File: src/rtl/ppu_pkg.sv
// Shared definitions for the PPU fetch sequencer.
//
// Contents:
//   fetch_type_t          - 3-bit encoding of the memory fetch in progress
//   DEF_*                 - default timing parameters (NTSC-style frame)
//   *_DOT constants       - fixed dot positions of fetch windows and strobes
//   bg_fetch / sp_fetch   - map the phase within an 8-dot group to a fetch type
package ppu_pkg;

    typedef enum logic [2:0] {
        FT_IDLE  = 3'd0,
        FT_NT    = 3'd1,
        FT_AT    = 3'd2,
        FT_BG_LO = 3'd3,
        FT_BG_HI = 3'd4,
        FT_SP_NT = 3'd5,
        FT_SP_LO = 3'd6,
        FT_SP_HI = 3'd7
    } fetch_type_t;

    localparam int DEF_DOT_DIV         = 4;
    localparam int DEF_DOTS_PER_LINE   = 341;
    localparam int DEF_LINES_PER_FRAME = 262;
    localparam int DEF_VISIBLE_LINES   = 240;
    localparam int DEF_ODD_SKIP        = 1;

    // Fetch windows within a scanline.
    localparam logic [8:0] BG_LAST_DOT     = 9'd256;  // background fetches 1..256
    localparam logic [8:0] SP_FIRST_DOT    = 9'd257;  // sprite fetches 257..320
    localparam logic [8:0] SP_LAST_DOT     = 9'd320;
    localparam logic [8:0] PF_FIRST_DOT    = 9'd321;  // next-line prefetch 321..336
    localparam logic [8:0] PF_LAST_DOT     = 9'd336;
    localparam logic [8:0] TAIL_FIRST_DOT  = 9'd337;  // dummy NT fetches 337..340
    localparam logic [8:0] TAIL_LAST_DOT   = 9'd340;

    // Scroll / shifter strobe positions.
    localparam logic [8:0] RELOAD_FIRST_DOT = 9'd9;
    localparam logic [8:0] RELOAD_LAST_DOT  = 9'd257;
    localparam logic [8:0] INC_H_FIRST_DOT  = 9'd8;
    localparam logic [8:0] INC_VERT_DOT     = 9'd256;
    localparam logic [8:0] COPY_HORI_DOT    = 9'd257;
    localparam logic [8:0] COPY_VERT_FIRST  = 9'd280;
    localparam logic [8:0] COPY_VERT_LAST   = 9'd304;
    localparam logic [8:0] PF_RELOAD_A_DOT  = 9'd329;
    localparam logic [8:0] PF_RELOAD_B_DOT  = 9'd337;
    localparam logic [8:0] PF_INC_A_DOT     = 9'd328;
    localparam logic [8:0] PF_INC_B_DOT     = 9'd336;

    // Background group: NT, NT, AT, AT, BG_LO, BG_LO, BG_HI, BG_HI.
    function automatic fetch_type_t bg_fetch(input logic [2:0] phase);
        case (phase[2:1])
            2'd0:    return FT_NT;
            2'd1:    return FT_AT;
            2'd2:    return FT_BG_LO;
            default: return FT_BG_HI;
        endcase
    endfunction

    // Sprite group: SP_NT x4, SP_LO x2, SP_HI x2.
    function automatic fetch_type_t sp_fetch(input logic [2:0] phase);
        if (!phase[2])
            return FT_SP_NT;
        else if (!phase[1])
            return FT_SP_LO;
        else
            return FT_SP_HI;
    endfunction

endpackage

File: src/rtl/ppu_dot_counter.sv
// Prescaler plus dot / line / frame-parity counters for the PPU timing chain.
//
// Ports:
//   clk, rst     - clock, synchronous active-high reset
//   en           - run enable; 0 holds every register
//   render_en    - rendering enabled, used only for the odd-frame dot skip
//   pres_zero    - prescaler is at 0 (first clk of the current dot)
//   tick         - prescaler is at DOT_DIV-1 (dot advances on this clk edge)
//   dot, line    - current position
//   odd_frame    - frame parity, toggles whenever line wraps to 0
module ppu_dot_counter #(
    parameter int DOT_DIV         = 4,
    parameter int DOTS_PER_LINE   = 341,
    parameter int LINES_PER_FRAME = 262,
    parameter int ODD_SKIP        = 1
) (
    input  logic       clk,
    input  logic       rst,
    input  logic       en,
    input  logic       render_en,
    output logic       pres_zero,
    output logic       tick,
    output logic [8:0] dot,
    output logic [8:0] line,
    output logic       odd_frame
);

    localparam int         PW        = (DOT_DIV > 1) ? $clog2(DOT_DIV) : 1;
    localparam logic [PW-1:0] PRES_LAST = PW'(DOT_DIV - 1);
    localparam logic [8:0] DOT_LAST  = 9'(DOTS_PER_LINE - 1);
    localparam logic [8:0] DOT_SKIP  = 9'(DOTS_PER_LINE - 2);
    localparam logic [8:0] LINE_PRE  = 9'(LINES_PER_FRAME - 1);

    logic [PW-1:0] pres;
    logic          skip;

    assign tick      = (pres == PRES_LAST);
    assign pres_zero = (pres == '0);

    // On odd frames with rendering on, the last dot of the prerender line is
    // dropped: the tick leaving dot DOTS_PER_LINE-2 goes straight to line 0.
    assign skip = (ODD_SKIP != 0) && render_en && odd_frame &&
                  (line == LINE_PRE) && (dot == DOT_SKIP);

    always_ff @(posedge clk) begin
        if (rst) begin
            pres      <= '0;
            dot       <= 9'd0;
            line      <= LINE_PRE;
            odd_frame <= 1'b0;
        end else if (en) begin
            if (tick) begin
                pres <= '0;
                if (skip || (dot == DOT_LAST)) begin
                    dot <= 9'd0;
                    if (skip || (line == LINE_PRE)) begin
                        line      <= 9'd0;
                        odd_frame <= ~odd_frame;
                    end else begin
                        line <= line + 9'd1;
                    end
                end else begin
                    dot <= dot + 9'd1;
                end
            end else begin
                pres <= pres + 1'b1;
            end
        end
    end

endmodule

File: src/rtl/ppu_fetch_sequencer.sv
// PPU scanline fetch sequencer: decodes the dot/line position into the
// memory fetch type, fetch-start pulses, scroll/shifter strobes, vblank/NMI
// status and the frame-begin pulse.
//
// Ports:
//   clk, rst        - clock, synchronous active-high reset
//   ppu_en          - global run enable; 0 freezes all state, strobes forced 0
//   render_en       - rendering enabled (sampled at each dot boundary)
//   nmi_en          - NMI generation enable
//   dot, line       - current position
//   odd_frame       - frame parity
//   fetch_type      - fetch in progress (ppu_pkg::fetch_type_t encoding)
//   fetch_start     - one-clk pulse on the first clk of each 2-dot fetch
//   reload_shift, inc_hori, inc_vert, copy_hori, copy_vert
//                   - one-clk scroll/shifter strobes
//   vblank, nmi     - vertical blank status and registered interrupt
//   frame_start     - one-clk pulse on the first clk of line 0 dot 0
//
// All strobes fire on the clk where the prescaler is 0 within the named dot
// and ppu_en is 1, so each fires exactly once per dot even across pauses.
module ppu_fetch_sequencer
    import ppu_pkg::*;
#(
    parameter int DOT_DIV         = DEF_DOT_DIV,
    parameter int DOTS_PER_LINE   = DEF_DOTS_PER_LINE,
    parameter int LINES_PER_FRAME = DEF_LINES_PER_FRAME,
    parameter int VISIBLE_LINES   = DEF_VISIBLE_LINES,
    parameter int ODD_SKIP        = DEF_ODD_SKIP
) (
    input  logic       clk,
    input  logic       rst,
    input  logic       ppu_en,
    input  logic       render_en,
    input  logic       nmi_en,
    output logic [8:0] dot,
    output logic [8:0] line,
    output logic       odd_frame,
    output logic [2:0] fetch_type,
    output logic       fetch_start,
    output logic       reload_shift,
    output logic       inc_hori,
    output logic       inc_vert,
    output logic       copy_hori,
    output logic       copy_vert,
    output logic       vblank,
    output logic       nmi,
    output logic       frame_start
);

    localparam logic [8:0] LINE_PRE = 9'(LINES_PER_FRAME - 1);
    localparam logic [8:0] LINE_VIS = 9'(VISIBLE_LINES);
    localparam logic [8:0] LINE_VBL = 9'(VISIBLE_LINES + 1);

    logic        pres_zero;
    logic        tick;
    logic        render_q;     // render_en as seen at the start of this dot
    logic        render_line;
    logic        fetch_active;
    logic        strobe_en;
    logic [2:0]  phase;
    logic        in_bg;
    logic        in_sp;
    logic        in_tail;
    fetch_type_t ft;

    ppu_dot_counter #(
        .DOT_DIV         (DOT_DIV),
        .DOTS_PER_LINE   (DOTS_PER_LINE),
        .LINES_PER_FRAME (LINES_PER_FRAME),
        .ODD_SKIP        (ODD_SKIP)
    ) u_counter (
        .clk       (clk),
        .rst       (rst),
        .en        (ppu_en),
        .render_en (render_en),
        .pres_zero (pres_zero),
        .tick      (tick),
        .dot       (dot),
        .line      (line),
        .odd_frame (odd_frame)
    );

    assign render_line  = (line < LINE_VIS) || (line == LINE_PRE);
    assign fetch_active = render_q && render_line;
    assign strobe_en    = fetch_active && ppu_en && pres_zero;

    // Groups start on dots with dot mod 8 == 1, so the low three bits minus
    // one give the position inside the group.
    assign phase   = dot[2:0] - 3'd1;
    assign in_bg   = ((dot != 9'd0) && (dot <= BG_LAST_DOT)) ||
                     ((dot >= PF_FIRST_DOT) && (dot <= PF_LAST_DOT));
    assign in_sp   = (dot >= SP_FIRST_DOT) && (dot <= SP_LAST_DOT);
    assign in_tail = (dot >= TAIL_FIRST_DOT) && (dot <= TAIL_LAST_DOT);

    always_comb begin
        ft = FT_IDLE;
        if (fetch_active) begin
            if (in_bg)
                ft = bg_fetch(phase);
            else if (in_sp)
                ft = sp_fetch(phase);
            else if (in_tail)
                ft = FT_NT;
        end
    end

    assign fetch_type = ft;

    // Every odd dot from 1 to 339 opens a 2-dot fetch.
    assign fetch_start  = strobe_en && dot[0] && (dot <= TAIL_LAST_DOT);

    assign reload_shift = strobe_en &&
                          (((dot[2:0] == 3'd1) && (dot >= RELOAD_FIRST_DOT) &&
                            (dot <= RELOAD_LAST_DOT)) ||
                           (dot == PF_RELOAD_A_DOT) || (dot == PF_RELOAD_B_DOT));

    assign inc_hori     = strobe_en &&
                          (((dot[2:0] == 3'd0) && (dot >= INC_H_FIRST_DOT) &&
                            (dot <= BG_LAST_DOT)) ||
                           (dot == PF_INC_A_DOT) || (dot == PF_INC_B_DOT));

    assign inc_vert     = strobe_en && (dot == INC_VERT_DOT);
    assign copy_hori    = strobe_en && (dot == COPY_HORI_DOT);
    assign copy_vert    = strobe_en && (line == LINE_PRE) &&
                          (dot >= COPY_VERT_FIRST) && (dot <= COPY_VERT_LAST);

    // Frame begin does not depend on rendering.
    assign frame_start  = ppu_en && pres_zero && (dot == 9'd0) && (line == 9'd0);

    // Dot 0 always advances to dot 1 (the odd skip leaves from a late dot),
    // so acting on the tick out of dot 0 makes vblank change on the first
    // clk of dot 1.
    always_ff @(posedge clk) begin
        if (rst) begin
            render_q <= 1'b0;
            vblank   <= 1'b0;
            nmi      <= 1'b0;
        end else if (ppu_en) begin
            nmi <= vblank && nmi_en;
            if (tick) begin
                render_q <= render_en;
                if ((dot == 9'd0) && (line == LINE_VBL))
                    vblank <= 1'b1;
                else if ((dot == 9'd0) && (line == LINE_PRE))
                    vblank <= 1'b0;
            end
        end
    end

endmodule

File: config.mk
export PLATFORM = sky130hd
export DESIGN_NAME = ppu_fetch_sequencer
export DESIGN_NICKNAME = d
export VERILOG_FILES = /design/src/rtl/ppu_pkg.sv /design/src/rtl/ppu_dot_counter.sv /design/src/rtl/ppu_fetch_sequencer.sv
export SDC_FILE = /design/constraint.sdc
export NUM_CORES = 1
export LEC_CHECK = 0
export ABC_AREA = 1
export CAP_MARGIN = 20
export CORE_MARGIN = 2
export CORE_UTILIZATION = 52
export DETAILED_ROUTE_END_ITERATION = 6
export HOLD_SLACK_MARGIN = 0.03
export MAX_ROUTING_LAYER = met4
export PLACE_DENSITY = 0.86
export SLEW_MARGIN = 30
export SYNTH_ARGS = -nofsm -noshare
export SYNTH_HDL_FRONTEND = slang
export SYNTH_SLANG_ARGS = --single-unit
File: constraint.sdc
create_clock -name clk -period 2.44 [get_ports clk]
set_input_delay 0.366 -clock clk [delete_from_list [all_inputs] [get_ports clk]]
set_output_delay 0.366 -clock clk [all_outputs]
set_load 0.02 [all_outputs]
==> results of run 1 <==
sequential cells by signal, indices dropped and copies added, names as in the netlist:
| register | cells |
|---|---|
| u_counter.dot | 9 |
| u_counter.line | 9 |
| u_counter.pres | 2 |
| nmi | 1 |
| render_q | 1 |
| u_counter.odd_frame | 1 |
| vblank | 1 |
critical path, cell delays in order, from the launching register on:
cell      delay [ns]
dfxtp_2         0.35
inv_2           0.07
ha_4            0.13
nand3_2         0.08
nor2_2          0.12
nor2_1          0.07
nor2_1          0.11
nand2_1         0.10
inv_2           0.09
buf_4           0.12
nand4_1         0.11
inv_1           0.10
clkbuf_2        0.17
per-stage QoR:
stage               instance area (um2)  setup TNS (ns)   util  worst slack (ns)  power, mW
floorplan                          1820               0      -             0.270      0.444
global placement                   2400               0  0.719            0.0562      0.470
detailed placement                 2400         -0.0301  0.719           -0.0301      0.473
CTS                                2450         -0.0115  0.735           -0.0115      0.763
global route                       2500         -0.0799  0.750           -0.0492      0.797
finish                             2500               0  0.750             0.129      0.766
kinds of logic (layout without fill, tap and decap cells):
kind of cell | Yosys count | after routing | share of synthesized area
adders and majority gates | 11 | 11 | 0.0758
xor gates and xnor gates | 4 | 4 | 0.0193
and+or+nand+nor | 190 | 190 | 0.466
AOI/OAI and AO/OA | 24 | 24 | 0.0716
DFF | 24 | 24 | 0.264
buffers and inverters | 47 | 108 | 0.103
power by group through the flow:
stage	registers (mW)	clock network, mW	logic (mW)
after CTS	0.400	0.297	0.0657
after detailed placement	0.408	0	0.0646
final	0.400	0.296	0.0698
after global placement	0.408	0	0.0624
after global routing	0.400	0.320	0.0768
after floorplan	0.410	0	0.0338
cell usage in the layout, fill, tap and decap left out, types with 7 or more instances in the layout:
| cell type | synthesis | final |
|---|---|---|
| buf_4 | 0 | 28 |
| o21ai_0 | 9 | 9 |
| a21oi_1 | 12 | 11 |
| nand3_1 | 33 | 32 |
| nor2_1 | 51 | 44 |
| nand4_1 | 9 | 9 |
| dfxtp_1 | 24 | 18 |
| nor3_1 | 8 | 7 |
| nand2_1 | 78 | 75 |
| nor2_2 | 1 | 7 |
| clkdlybuf4s50_1 | 0 | 25 |
| ha_1 | 11 | 8 |
| inv_1 | 39 | 36 |
timing repair:
item	in CTS	in global routing
endpoints found under the setup margin	10	10
resized for setup	29	40
hold endpoints to repair	0	0
pin swaps	0	5
final cells by class:
type                       count  area (um2)
tap                           46        57.6
timing repair buffer          62         524
clock buffer                   3        22.5
sequential                    24         488
clock inverter                 1        30.0
multi-input combinational    229        1220
inverter                      42         160
fill                         288         836
worst max-delay path by stage:
| stage | to | start | slack (ns) |
|---|---|---|---|
| global placement | fetch_type[0] | u_counter.dot[1]$_SDFFE_PP0P_ | 0.06 |
| global route | fetch_type[1] | u_counter.dot[3]$_SDFFE_PP0P_ | -0.05 |
| CTS | inc_hori | u_counter.line[1]$_SDFFE_PP0P_ | -0.01 |
| detailed placement | fetch_type[1] | u_counter.dot[1]$_SDFFE_PP0P_ | -0.03 |
| finish | inc_hori | u_counter.line[1]$_SDFFE_PP0P_ | 0.13 |
| floorplan | fetch_type[1] | u_counter.dot[0]$_SDFFE_PP0P_ | 0.27 |
layer usage:
| layer | track usage | vias to the layer above |
|---|---|---|
| li1 | - | 1085 |
| met3 | 0.0286 | 9 |
| met1 | 0.375 | 965 |
| met5 | - | - |
| met4 | 0.0750 | 0 |
| met2 | 0.422 | 71 |
==> metrics.txt, run 1 <==
# TYPE chip_impl_metric gauge
chip_impl_info{name="outcome",value="complete, no violations"} 1
chip_impl_metric{name="reg2reg_slack",unit="ns"} 0.49
chip_impl_metric{name="final.period_utilization",unit=""} 0.947
chip_impl_metric{name="post_drt_wl_per_cell",unit="um"} 12.9
chip_impl_metric{name="port_buffers",unit=""} 35
chip_impl_metric{name="drive_gt1_frac",unit=""} 0.211
chip_impl_info{name="cts.root.buffer_cell",value="clkbuf_4"} 1
chip_impl_metric{name="swShare",unit=""} 0.228
chip_impl_metric{name="ff2ff_path_depth",unit=""} 11
chip_impl_metric{name="post_synth_inst_count",unit=""} 300
chip_impl_info{name="min-delay-path-class",value="reg -> reg"} 1
chip_impl_metric{name="vias",unit=""} 2130
chip_impl_metric{name="final-max-slew-violation-count",unit=""} 0
chip_impl_metric{name="synth_cell_type_count",unit=""} 29
chip_impl_metric{name="drc",unit=""} 0
chip_impl_metric{name="synth.net_count",unit=""} 316
chip_impl_metric{name="detail_route.vias_per_cell",unit=""} 5.23
chip_impl_info{name="yosys.area.top_type",value="dfxtp_1"} 1
chip_impl_metric{name="area_delta_synth_final",unit="%"} 37.7
chip_impl_metric{name="numClockSinks",unit=""} 24
chip_impl_metric{name="sequentialPowerShare",unit=""} 0.522
chip_impl_info{name="hold_path.startpoint",value="vblank$_SDFFE_PP0P_"} 1
chip_impl_metric{name="synth_edf_count",unit=""} 0
chip_impl_metric{name="detailed_place_hpwl",unit="um"} 3940
chip_impl_metric{name="dp_cells",unit=""} 403
chip_impl_metric{name="detail_route.wirelength.met1",unit="um"} 2370
chip_impl_metric{name="power.switching",unit="mW"} 0.175
chip_impl_metric{name="routabilityCongestion",unit=""} 0.949
chip_impl_metric{name="dr_wl_met2",unit="um"} 2520
chip_impl_metric{name="intPower",unit="mW"} 0.591
chip_impl_info{name="uppermost_routed_layer",value="met4"} 1
chip_impl_metric{name="cts_made_buffers",unit=""} 3
chip_impl_metric{name="whs",unit="ns"} 0.499
chip_impl_metric{name="hold_path_depth",unit=""} 2
chip_impl_metric{name="grt_pass1_vias",unit=""} 1898
chip_impl_info{name="netlist_top_cells_area",value="dfxtp_1 (26%), nand2_1 (16%), nor2_1 (11%)"} 1
chip_impl_metric{name="clockPowerShare",unit=""} 0.387
chip_impl_metric{name="globalRoute.totalOverflow",unit=""} 0
chip_impl_metric{name="tightest_slew",unit="ns"} 0.410
chip_impl_metric{name="max_cap_violations",unit=""} 0
chip_impl_metric{name="power_share_of_the_combinational_group",unit=""} 0.091
chip_impl_metric{name="cp.arrival",unit="ns"} 1.94
chip_impl_metric{name="grt_antenna_before_repair",unit=""} 0
chip_impl_metric{name="layout.nets",unit=""} 378
chip_impl_metric{name="met3WireLength",unit="um"} 276
chip_impl_info{name="type_of_the_worst_setup_path",value="reg -> out"} 1
chip_impl_metric{name="timing.clock.skew",unit="ns"} 0.0123
chip_impl_metric{name="synth_top_area_frac",unit=""} 0.264
chip_impl_info{name="worst_r2r_endpoint",value="u_counter.dot[4]$_SDFFE_PP0P_"} 1
chip_impl_metric{name="finalNonFillerCells",unit=""} 407
chip_impl_metric{name="ioPinCount",unit=""} 36
chip_impl_metric{name="wire_length_of_the_first_global_routing_pass",unit="um"} 8540
chip_impl_metric{name="drtAntennaViolNets",unit=""} 0
chip_impl_metric{name="num_rows",unit=""} 21
chip_impl_metric{name="syn-mean-instance-area",unit="um2"} 6.06
chip_impl_metric{name="post_cts_hold_buffer_count",unit=""} 0
chip_impl_metric{name="grtUsageTotal",unit=""} 0.271
chip_impl_metric{name="final.min_clock_period",unit="ns"} 2.31
chip_impl_metric{name="synth_async_sr_flop_share",unit=""} 0
chip_impl_info{name="cp-start-kind",value="flop"} 1
chip_impl_metric{name="headroom_to_the_max_slew_limit",unit=""} 0.724
chip_impl_metric{name="drt_pre_antenna_iters",unit=""} 4
chip_impl_metric{name="synthesis.yosys.warnings",unit=""} 0
chip_impl_metric{name="hold_viol",unit=""} 0
chip_impl_metric{name="floorplan.initialDensity",unit=""} 0.544
chip_impl_metric{name="power-per-cell-area",unit="mW/mm2"} 306
chip_impl_metric{name="setup_viol",unit=""} 0
chip_impl_info{name="yosys-top-cells-count",value="nand2_1 (78), nor2_1 (51), inv_1 (39)"} 1
chip_impl_metric{name="dieHeight",unit="um"} 63.1
chip_impl_info{name="tritoncts",value="yes"} 1
chip_impl_metric{name="synth.cell_area",unit="mm2"} 0.00182
chip_impl_metric{name="clock.fmax",unit="GHz"} 0.433
chip_impl_metric{name="synth.yosys.seq_area_share",unit=""} 0.264
chip_impl_info{name="min_delay_worst_endpoint",value="vblank$_SDFFE_PP0P_"} 1
chip_impl_info{name="yosys.cell_count.top_type",value="nand2_1"} 1
chip_impl_metric{name="fp.coreArea",unit="mm2"} 0.00334
chip_impl_metric{name="wl",unit="um"} 5240
chip_impl_metric{name="detail_route.iter0.violations",unit=""} 105
chip_impl_metric{name="cts_setup_buffers",unit=""} 0
chip_impl_metric{name="cts_max_level",unit=""} 1
chip_impl_metric{name="fp.dieW",unit="um"} 63.1
chip_impl_metric{name="path_clk_slew",unit="ns"} 0.14
chip_impl_info{name="ys_dominant_reg_cell",value="dfxtp_1"} 1
chip_impl_info{name="worstSetupEndpointType",value="output pin"} 1
chip_impl_metric{name="buffers_from_clock_root_to_sink_at_most",unit=""} 2
chip_impl_metric{name="antenna-diode-count",unit=""} 0
chip_impl_metric{name="max-vdd-ir-drop",unit="mV"} 0.217
chip_impl_metric{name="yosys_register_bits",unit=""} 24
chip_impl_metric{name="overall_die_area",unit="mm2"} 0.00398
chip_impl_metric{name="worst_skew_late_latency",unit="ns"} 0.33
chip_impl_metric{name="grt_max_degree",unit=""} 18
chip_impl_metric{name="critical_path_peak_fanout",unit=""} 3
chip_impl_info{name="r2r_start",value="u_counter.line[1]$_SDFFE_PP0P_"} 1
chip_impl_metric{name="cp_data_required_time",unit="ns"} 2.07
chip_impl_metric{name="power.leakage",unit="nW"} 1.14
No activity file was read; power rests on OpenSTA's default activity.
==> inputs of run 2 (changes only) <==
- TNS_END_PERCENT: unset -> 30
==> run 2 against run 1 <==
Compared with the run above:
- die area unchanged
- critical endpoint is now fetch_type[1]
- via count down 0.85%
- routed wire length down 1.8%
- worst setup slack worse by 0.019 ns
- largest cell class unchanged
- cell count up 0.25%
- fmax down 0.80%
- total power down 0.90%
- final area down 0.65%
- core utilization down 0.49 points
- first-iteration DRC count down 4.8%
- combinational power about the same
==> metrics.txt, run 2 (synthesis gave the netlist of run 1 again) <==
# TYPE chip_impl_metric gauge
chip_impl_metric{name="power-per-cell-area",unit="mW/mm2"} 305
chip_impl_metric{name="postLayoutCellArea",unit="mm2"} 0.00248
chip_impl_info{name="type_of_the_worst_setup_path",value="reg -> out"} 1
chip_impl_metric{name="grtUsageTotal",unit=""} 0.271
chip_impl_metric{name="num_rows",unit=""} 21
chip_impl_metric{name="dp_cells",unit=""} 403
chip_impl_metric{name="headroom_to_the_max_slew_limit",unit=""} 0.723
chip_impl_metric{name="detailed_place_hpwl",unit="um"} 3940
chip_impl_info{name="layout.cells.most_common",value="nand2_1"} 1
chip_impl_metric{name="post_cts_hold_buffer_count",unit=""} 0
chip_impl_metric{name="max-vdd-ir-drop",unit="mV"} 0.218
chip_impl_metric{name="drt_pre_antenna_iters",unit=""} 4
chip_impl_metric{name="timing.clock.skew",unit="ns"} 0.0143
chip_impl_metric{name="vias",unit=""} 2112
chip_impl_metric{name="fillers",unit=""} 297
chip_impl_metric{name="pre_cts_slack",unit="ns"} -0.0301
chip_impl_metric{name="multi_input_comb_area",unit="mm2"} 0.00121
chip_impl_info{name="top_regs",value="u_counter.dot (9), u_counter.line (9), u_counter.pres (2)"} 1
chip_impl_metric{name="layout.nets",unit=""} 379
chip_impl_metric{name="final.min_clock_period",unit="ns"} 2.33
chip_impl_info{name="worst_r2r_endpoint",value="u_counter.dot[4]$_SDFFE_PP0P_"} 1
chip_impl_metric{name="drive_gt1_frac",unit=""} 0.204
chip_impl_metric{name="swShare",unit=""} 0.221
chip_impl_metric{name="area_delta_synth_final",unit="%"} 36.8
chip_impl_metric{name="power.switching",unit="mW"} 0.168
chip_impl_metric{name="dieHeight",unit="um"} 63.1
chip_impl_info{name="outcome",value="complete, no violations"} 1
chip_impl_info{name="most-common-layout-cells",value="nand2_1 (75), nor2_1 (43), inv_1 (37), nand3_1 (32), buf_4 (32)"} 1
chip_impl_metric{name="intPower",unit="mW"} 0.591
chip_impl_metric{name="ff2ff_path_depth",unit=""} 11
chip_impl_info{name="min_delay_worst_endpoint",value="vblank$_SDFFE_PP0P_"} 1
chip_impl_metric{name="fin_setup_tns",unit="ns"} 0
chip_impl_metric{name="final.period_utilization",unit=""} 0.955
chip_impl_metric{name="ff_latch_area",unit="um2"} 485
chip_impl_metric{name="setup_viol",unit=""} 0
chip_impl_metric{name="routabilityCongestion",unit=""} 0.949
chip_impl_metric{name="power.leakage",unit="nW"} 1.15
chip_impl_metric{name="drc",unit=""} 0
chip_impl_metric{name="cts_max_level",unit=""} 1
chip_impl_metric{name="detail_route.vias_per_cell",unit=""} 5.18
chip_impl_metric{name="fp.coreArea",unit="mm2"} 0.00334
chip_impl_metric{name="clock.fmax",unit="GHz"} 0.429
chip_impl_info{name="grt_setup_unrepaired",value="true"} 1
chip_impl_metric{name="whs",unit="ns"} 0.500
chip_impl_metric{name="fp.dieW",unit="um"} 63.1
chip_impl_metric{name="ioPinCount",unit=""} 36
chip_impl_info{name="cp-start-kind",value="flop"} 1
chip_impl_metric{name="cts_made_buffers",unit=""} 3
chip_impl_metric{name="hold_path_depth",unit=""} 2
chip_impl_metric{name="finalNonFillerCells",unit=""} 408
chip_impl_metric{name="post_drt_wl_per_cell",unit="um"} 12.6
chip_impl_metric{name="grt_antenna_before_repair",unit=""} 0
chip_impl_metric{name="drtAntennaViolNets",unit=""} 0
chip_impl_metric{name="wire_length_of_the_first_global_routing_pass",unit="um"} 8540
chip_impl_metric{name="reg2reg_slack",unit="ns"} 0.42
chip_impl_info{name="min-delay-path-class",value="reg -> reg"} 1
chip_impl_metric{name="port_buffers",unit=""} 35
chip_impl_metric{name="hold_viol",unit=""} 0
chip_impl_metric{name="sequentialPowerShare",unit=""} 0.527
chip_impl_metric{name="critical_path_peak_fanout",unit=""} 4
chip_impl_metric{name="numClockSinks",unit=""} 24
chip_impl_metric{name="buffers_from_clock_root_to_sink_at_most",unit=""} 2
chip_impl_info{name="worstSetupEndpointType",value="output pin"} 1
chip_impl_metric{name="tightest_slew",unit="ns"} 0.412
chip_impl_metric{name="path_clk_slew",unit="ns"} 0.14
chip_impl_metric{name="final-max-slew-violation-count",unit=""} 0
chip_impl_metric{name="cp.arrival",unit="ns"} 1.96
chip_impl_info{name="r2r_start",value="u_counter.line[1]$_SDFFE_PP0P_"} 1
chip_impl_metric{name="clockPowerShare",unit=""} 0.381
chip_impl_metric{name="power_share_of_the_combinational_group",unit=""} 0.092
chip_impl_metric{name="antenna-diode-count",unit=""} 0
chip_impl_info{name="cts.root.buffer_cell",value="clkbuf_4"} 1
chip_impl_metric{name="worst_skew_late_latency",unit="ns"} 0.32
chip_impl_metric{name="globalRoute.totalOverflow",unit=""} 0
chip_impl_metric{name="placed_area",unit="mm2"} 0.00240
chip_impl_metric{name="floorplan.initialDensity",unit=""} 0.544
chip_impl_info{name="tritoncts",value="yes"} 1
chip_impl_metric{name="wl",unit="um"} 5150
chip_impl_info{name="hold_path.startpoint",value="vblank$_SDFFE_PP0P_"} 1
chip_impl_metric{name="grt_pass1_vias",unit=""} 1900
chip_impl_metric{name="max_cap_violations",unit=""} 0
chip_impl_metric{name="post-route-worst-setup-slack",unit="ns"} 0.111
chip_impl_metric{name="cp_data_required_time",unit="ns"} 2.07
chip_impl_metric{name="detail_route.iter0.violations",unit=""} 100
chip_impl_metric{name="grt_max_degree",unit=""} 18
chip_impl_metric{name="overall_die_area",unit="mm2"} 0.00398
==> run 2: changes by cell type in the layout (fill, tap and decap cells not counted), moves of 2 or more <==
| cell | delta |
|---|---|
| clkdlybuf4s15_2 | -2 |
| dfxtp_1 | +2 |
| buf_4 | +4 |
| dfxtp_2 | -2 |
==> run 2: per-layer routing <==
layer,vias up,part of all wire,wire [um],GRT usage
met4,0,0.0086,44,0.0750
met1,946,0.44,2280,0.374
met3,4,0.058,298,0.0286
met5,-,0,0,-
li1,1088,-,-,-
met2,74,0.49,2530,0.423
==> run 2: power groups by stage <==
stage	Combinational (mW)	Clock (mW)	Sequential, mW
after detailed placement	0.0646	0	0.408
after global placement	0.0624	0	0.408
after floorplan	0.0338	0	0.410
final	0.0698	0.289	0.400
after global routing	0.0770	0.319	0.400
after CTS	0.0657	0.297	0.400
==> run 2: layout make-up <==
cell class | count | share of cell area
inverters | 42 | 0.0645
multi-input cells | 229 | 0.486
flip-flops and latches | 24 | 0.195
well taps | 46 | 0.0232
repair buffers | 63 | 0.209
clock buffers | 3 | 0.00906
clock inverters | 1 | 0.0121
==> run 2: through the flow <==
| stage | power (mW) | utilization |
|---|---|---|
| floorplan | 0.444 | - |
| global placement | 0.470 | 0.719 |
| detailed placement | 0.473 | 0.719 |
| CTS | 0.763 | 0.732 |
| global route | 0.797 | 0.745 |
| finish | 0.759 | 0.745 |
==> run 2: worst max-delay path, stage by stage, from the launching register on <==
cell and delay [ns]:
dfxtp_1 0.37, inv_2 0.06, ha_1 0.22, ha_1 0.29, inv_1 0.06, ha_1 0.30, nor2_1 0.15, nor2_2 0.06
buf_4 0.15
==> run 2: what timing repair did <==
item | in CTS | in global routing
setup buffers | 0 | 1
endpoints found under the setup margin | 10 | 10
resized for setup | 23 | 44
pin swaps | 0 | 3
==> run 2: worst max path at each step <==
stage	startpoint	endpoint	slack, ns
CTS	u_counter.line[1]$_SDFFE_PP0P_	fetch_type[2]	-0.02
global route	u_counter.line[1]$_SDFFE_PP0P_	inc_hori	-0.08
global placement	u_counter.dot[1]$_SDFFE_PP0P_	fetch_type[0]	0.06
detailed placement	u_counter.dot[1]$_SDFFE_PP0P_	fetch_type[1]	-0.03
floorplan	u_counter.dot[0]$_SDFFE_PP0P_	fetch_type[1]	0.27
finish	u_counter.dot[1]$_SDFFE_PP0P_	fetch_type[1]	0.11
==> patch 1: new RTL, config.mk and constraints of run 1 <==
Put a register stage on the output `fetch_start`, with the module's reset. The value now appears one clock later. The other outputs are not delayed to match.
--- a/src/rtl/ppu_fetch_sequencer.sv
+++ b/src/rtl/ppu_fetch_sequencer.sv
@@ -107,7 +107,13 @@
     assign fetch_type = ft;
 
     // Every odd dot from 1 to 339 opens a 2-dot fetch.
-    assign fetch_start  = strobe_en && dot[0] && (dot <= TAIL_LAST_DOT);
+    always_ff @(posedge clk) begin
+        if (rst) begin
+            fetch_start <= '0;
+        end else begin
+            fetch_start <= strobe_en && dot[0] && (dot <= TAIL_LAST_DOT);
+        end
+    end
 
     assign reload_shift = strobe_en &&
                           (((dot[2:0] == 3'd1) && (dot >= RELOAD_FIRST_DOT) &&
Function: changed (Yosys sat finds a counterexample within 10 cycles, from zero or initial values and one cycle with rst high).
==> patch 1 against run 1 <==
Worst setup slack lost 0.011 ns; clock skew is 0.0040 ns lower; via count up 4.5%; routed wire length fell by 1.5%; critical endpoint is now frame_start; area after synthesis is 6.7% higher; power fell by 3.7%; first-iteration DRC count grew 50%; final area decreased by 1.0%; synthesized cell count up 2.7%; sequential cell count grew 1; cell count is 0.98% higher.
==> patch 1: results (changes against run 1) <==
stage;metric;value;unit;change
cells_and_area;Non-clk bufs;56;;-9.7%
cells_and_area;clock buffers;4;;+1
synthesis;register area share after synthesis;0.258;;-0.00640
cells_and_area;Layout Nets;380;;+0.53%
synthesis;synthesized-area fraction occupied by adder cells;0.0710;;-0.00479
power;Sw Share;0.244;;+0.0158
grt;grt met2 use;0.423;;+0.00114
cells_and_area;inverter count;43;;+2.4%
critical_path;CP Data Arrival Time;1.96;ns;+0.02 ns
cells_and_area;number of sequential cells;25;;+4.2%
grt;grt met3 use;0.0278;;-0.000794
synthesis;syn avg cell area;6.30;µm²;+4.0%
cells_and_area;multi-input combinational cell count;235;;+2.6%
placement;dpl hpwl;4030;µm;+2.2%
critical_path;Worst R2R Setup Slack;0.79;ns;+0.30 ns
critical_path;slowest CP cell;dlygate4sd2_1;;
cells_and_area;# fillers;318;;+10%
cells_and_area;utilization after layout;0.681;;-0.0681
grt;met1 GRT Util;0.349;;-0.0258
sta;worst-margin pin slew;0.395;ns;-0.0149 ns
placement;pre-CTS setup slack;0.00616;ns;+0.0363 ns
power;leak pwr;1.14;nW;-0.32%
synthesis;Post-Synth XOR/XNOR Area;0.0226;;+0.00330
outcome;run status;completed;;
synthesis;Compound-Gate Fraction of Synth Area;0.0774;;+0.00579
cells_and_area;Seq. cell area;502;µm²;+2.8%
placement;routability cong.;0.970;;+2.3%
detailed_routing;total number of vias;2226;;+4.5%
cells_and_area;multi-input logic area;1240;µm²;+1.8%
synthesis;Synth top cells by count;nand2_1, nor2_1, inv_1;;
cells_and_area;fraction of area in clock buffers and inverters;0.0182;;-0.00282
grt;gr usage total;0.264;;-0.00673
detailed_routing;metal2 WL;2430;µm;-3.3%
patch 1: cell count changes in the layout (fill, tap and decap cells not counted), sizes merged, moves of 3 or more:
cell and change:
a21oi +5, buf -11, clkbuf +6, nand2 +4, nand4 -3, nor3 +5
patch 1: worst paths after layout:
kind                                         from                 to  cells past startpoint
worst max-delay path             u_counter.dot[0]        frame_start                      8
worst max register to register  u_counter.line[1]   u_counter.dot[8]                      9
worst min-delay path            u_counter.pres[1]  u_counter.pres[1]                      2
worst min register to register  u_counter.pres[1]  u_counter.pres[1]                      2
patch 1: worst max-delay path: cells and delay by family, from the launching register on:
family	cells	cell delay [ns]
adders and majority gates	1	0.17
buffers and inverters	4	0.65
DFF	1	0.32
and+or+nand+nor	3	0.53
patch 1: repair_timing:
action,4_1_cts,5_1_grt
hold buffers,0,0
gates resized for setup,14,14
endpoints found under the hold margin,0,0
cloned,0,0
endpoints found under the setup margin,9,8
buffers inserted,0,0
==> patch 2: new RTL, config.mk and constraints of run 1 <==
Without the edit above. `DEF_DOT_DIV`: 4 -> 8.
--- a/src/rtl/ppu_pkg.sv
+++ b/src/rtl/ppu_pkg.sv
@@ -18,7 +18,7 @@
         FT_SP_HI = 3'd7
     } fetch_type_t;
 
-    localparam int DEF_DOT_DIV         = 4;
+    localparam int DEF_DOT_DIV         = 8;
     localparam int DEF_DOTS_PER_LINE   = 341;
     localparam int DEF_LINES_PER_FRAME = 262;
     localparam int DEF_VISIBLE_LINES   = 240;
Function: changed (Yosys sat finds a counterexample within 10 cycles, from zero or initial values and one cycle with rst high).
==> patch 2 against run 1 <==
Routed wire length down 3.5%; final area about the same; worst setup slack better by 0.036 ns; sequential cell count up 1; power shrank 5.5%; hold slack worse by 0.013 ns; global-route usage shrank 1.4 points; area after synthesis up 6.6%; synthesized cell count is 1.0% higher; critical path type unchanged; largest power group unchanged.
==> patch 2: results (changes against run 1) <==
stage;metric;value;unit;change
outcome;run status;completed;;
synthesis;top post-synthesis cells by area;dfxtp_1, nand2_1, nand3_1;;
power;Max VDD drop;0.000310;V;+43%
placement;routability cong.;0.989;;+4.2%
cells_and_area;layout cells sized above 1;0.190;;-0.0206
detailed_routing;DR iter-0 viols;133;;+27%
synthesis;Synth top cells by count;nand2_1, nor2_1, nand3_1;;
critical_path;CP max FO;6;;+3
placement;DP Cell Count;401;;-0.50%
critical_path;Top delay family on crit path;simple AND/OR/NAND/NOR gates;;
synthesis;synth unique cells;35;;+21%
power;leak pwr;1.15;nW;+0.34%
placement;dpl hpwl;3970;µm;+0.83%
critical_path;slowest stage delay, CP;0.39;ns;+0.04 ns
detailed_routing;Vias/cell;5.25;;+0.29%
clock_tree;root buf cell;clkbuf_8;;
detailed_routing;DR pass1 iterations;5;;+1
cells_and_area;# fillers;330;;+15%
placement;placed inst area;2470;µm²;+2.9%
grt;vias in the first global route;1929;;+1.6%
grt;wire length of the first global-routing pass;8460;µm;-0.89%
placement;pre-CTS setup slack;-0.0314;ns;-0.00136 ns
detailed_routing;DR WL/cell;12.5;µm;-3.2%
sta;Worst Clk Skew;0.0134;ns;+0.00111 ns
grt;gr usage total;0.257;;-0.0137
clock_tree;Clk pin slew, worst setup/hold paths;0.08;ns;-0.06 ns
sta;Worst slew margin;0.761;;+0.0371
synthesis;Mapped Cells;303;;+1.0%
clock_tree;later-pin clock latency in the skew report;0.28;ns;-0.05 ns
critical_path;CP Data Arrival Time;1.91;ns;-0.03 ns
grt;largest net degree at the start of global routing;17;;-1
cells_and_area;Largest regs;u_counter.dot (9), u_counter.line (9), u_counter.pres (3);;
critical_path;slowest CP cell;dfxtp_1;;
cells_and_area;Layout Nets;376;;-0.53%
-- patch 2: timing repair --
item	4_1_cts	5_1_grt
pin swaps	1	1
hold buffers	0	0
setup endpoints to repair	9	10
resized for setup	10	22
cloned	0	0
buffers inserted	0	1
-- patch 2: where the power goes --
group	leakage [nW]	internal, W	switching (W)	total (W)
clock	0.0261	0.000120	0.000142	0.000261
combinational	0.919	0.0000203	0.0000255	0.0000458
sequential	0.203	0.000412	0.00000362	0.000416
total	1.15	0.000553	0.000171	0.000723
-- patch 2: final timing paths --
path / depth (start not counted) / endpoint / startpoint / slack, ns
hold reg to reg: 2 / u_counter.pres[1] / u_counter.pres[1] / 0.49
hold / removal: 2 / u_counter.pres[1] / u_counter.pres[1] / 0.49
setup / recovery: 10 / fetch_type[0] / u_counter.dot[2] / 0.17
setup reg to reg: 9 / u_counter.dot[6] / u_counter.dot[0] / 0.61
-- patch 2: metal layers --
metal	vias to the layer above	track usage	part of all wire
met5	-	-	0
met4	0	0.0677	0.0097
met3	5	0.0156	0.061
met2	71	0.415	0.48
met1	962	0.354	0.45
li1	1093	-	-
-- patch 2: cell type report --
cell class / count / area [µm²] / area share
Clock buffer: 3 / 41.3 / 0.0165
Timing Repair Buffer: 58 / 485 / 0.194
Tap cell: 48 / 60.1 / 0.0240
Multi-Input combinational cell: 232 / 1250 / 0.501
Sequential cell: 25 / 503 / 0.201
Clock inverter: 1 / 8.76 / 0.00351
Inverter: 39 / 148 / 0.0591
-- patch 2: logic make-up (layout without fill, tap and decap cells) --
logic type	Yosys count	count (layout)	share of synthesized area
AND/OR/NAND/NOR	182	182	0.442
buffers and inverters	46	101	0.0995
flip-flops	25	25	0.258
AO/OA/AOI/OAI	34	34	0.105
adder cells (fa/ha/maj)	12	12	0.0775
XOR/XNOR	4	4	0.0181
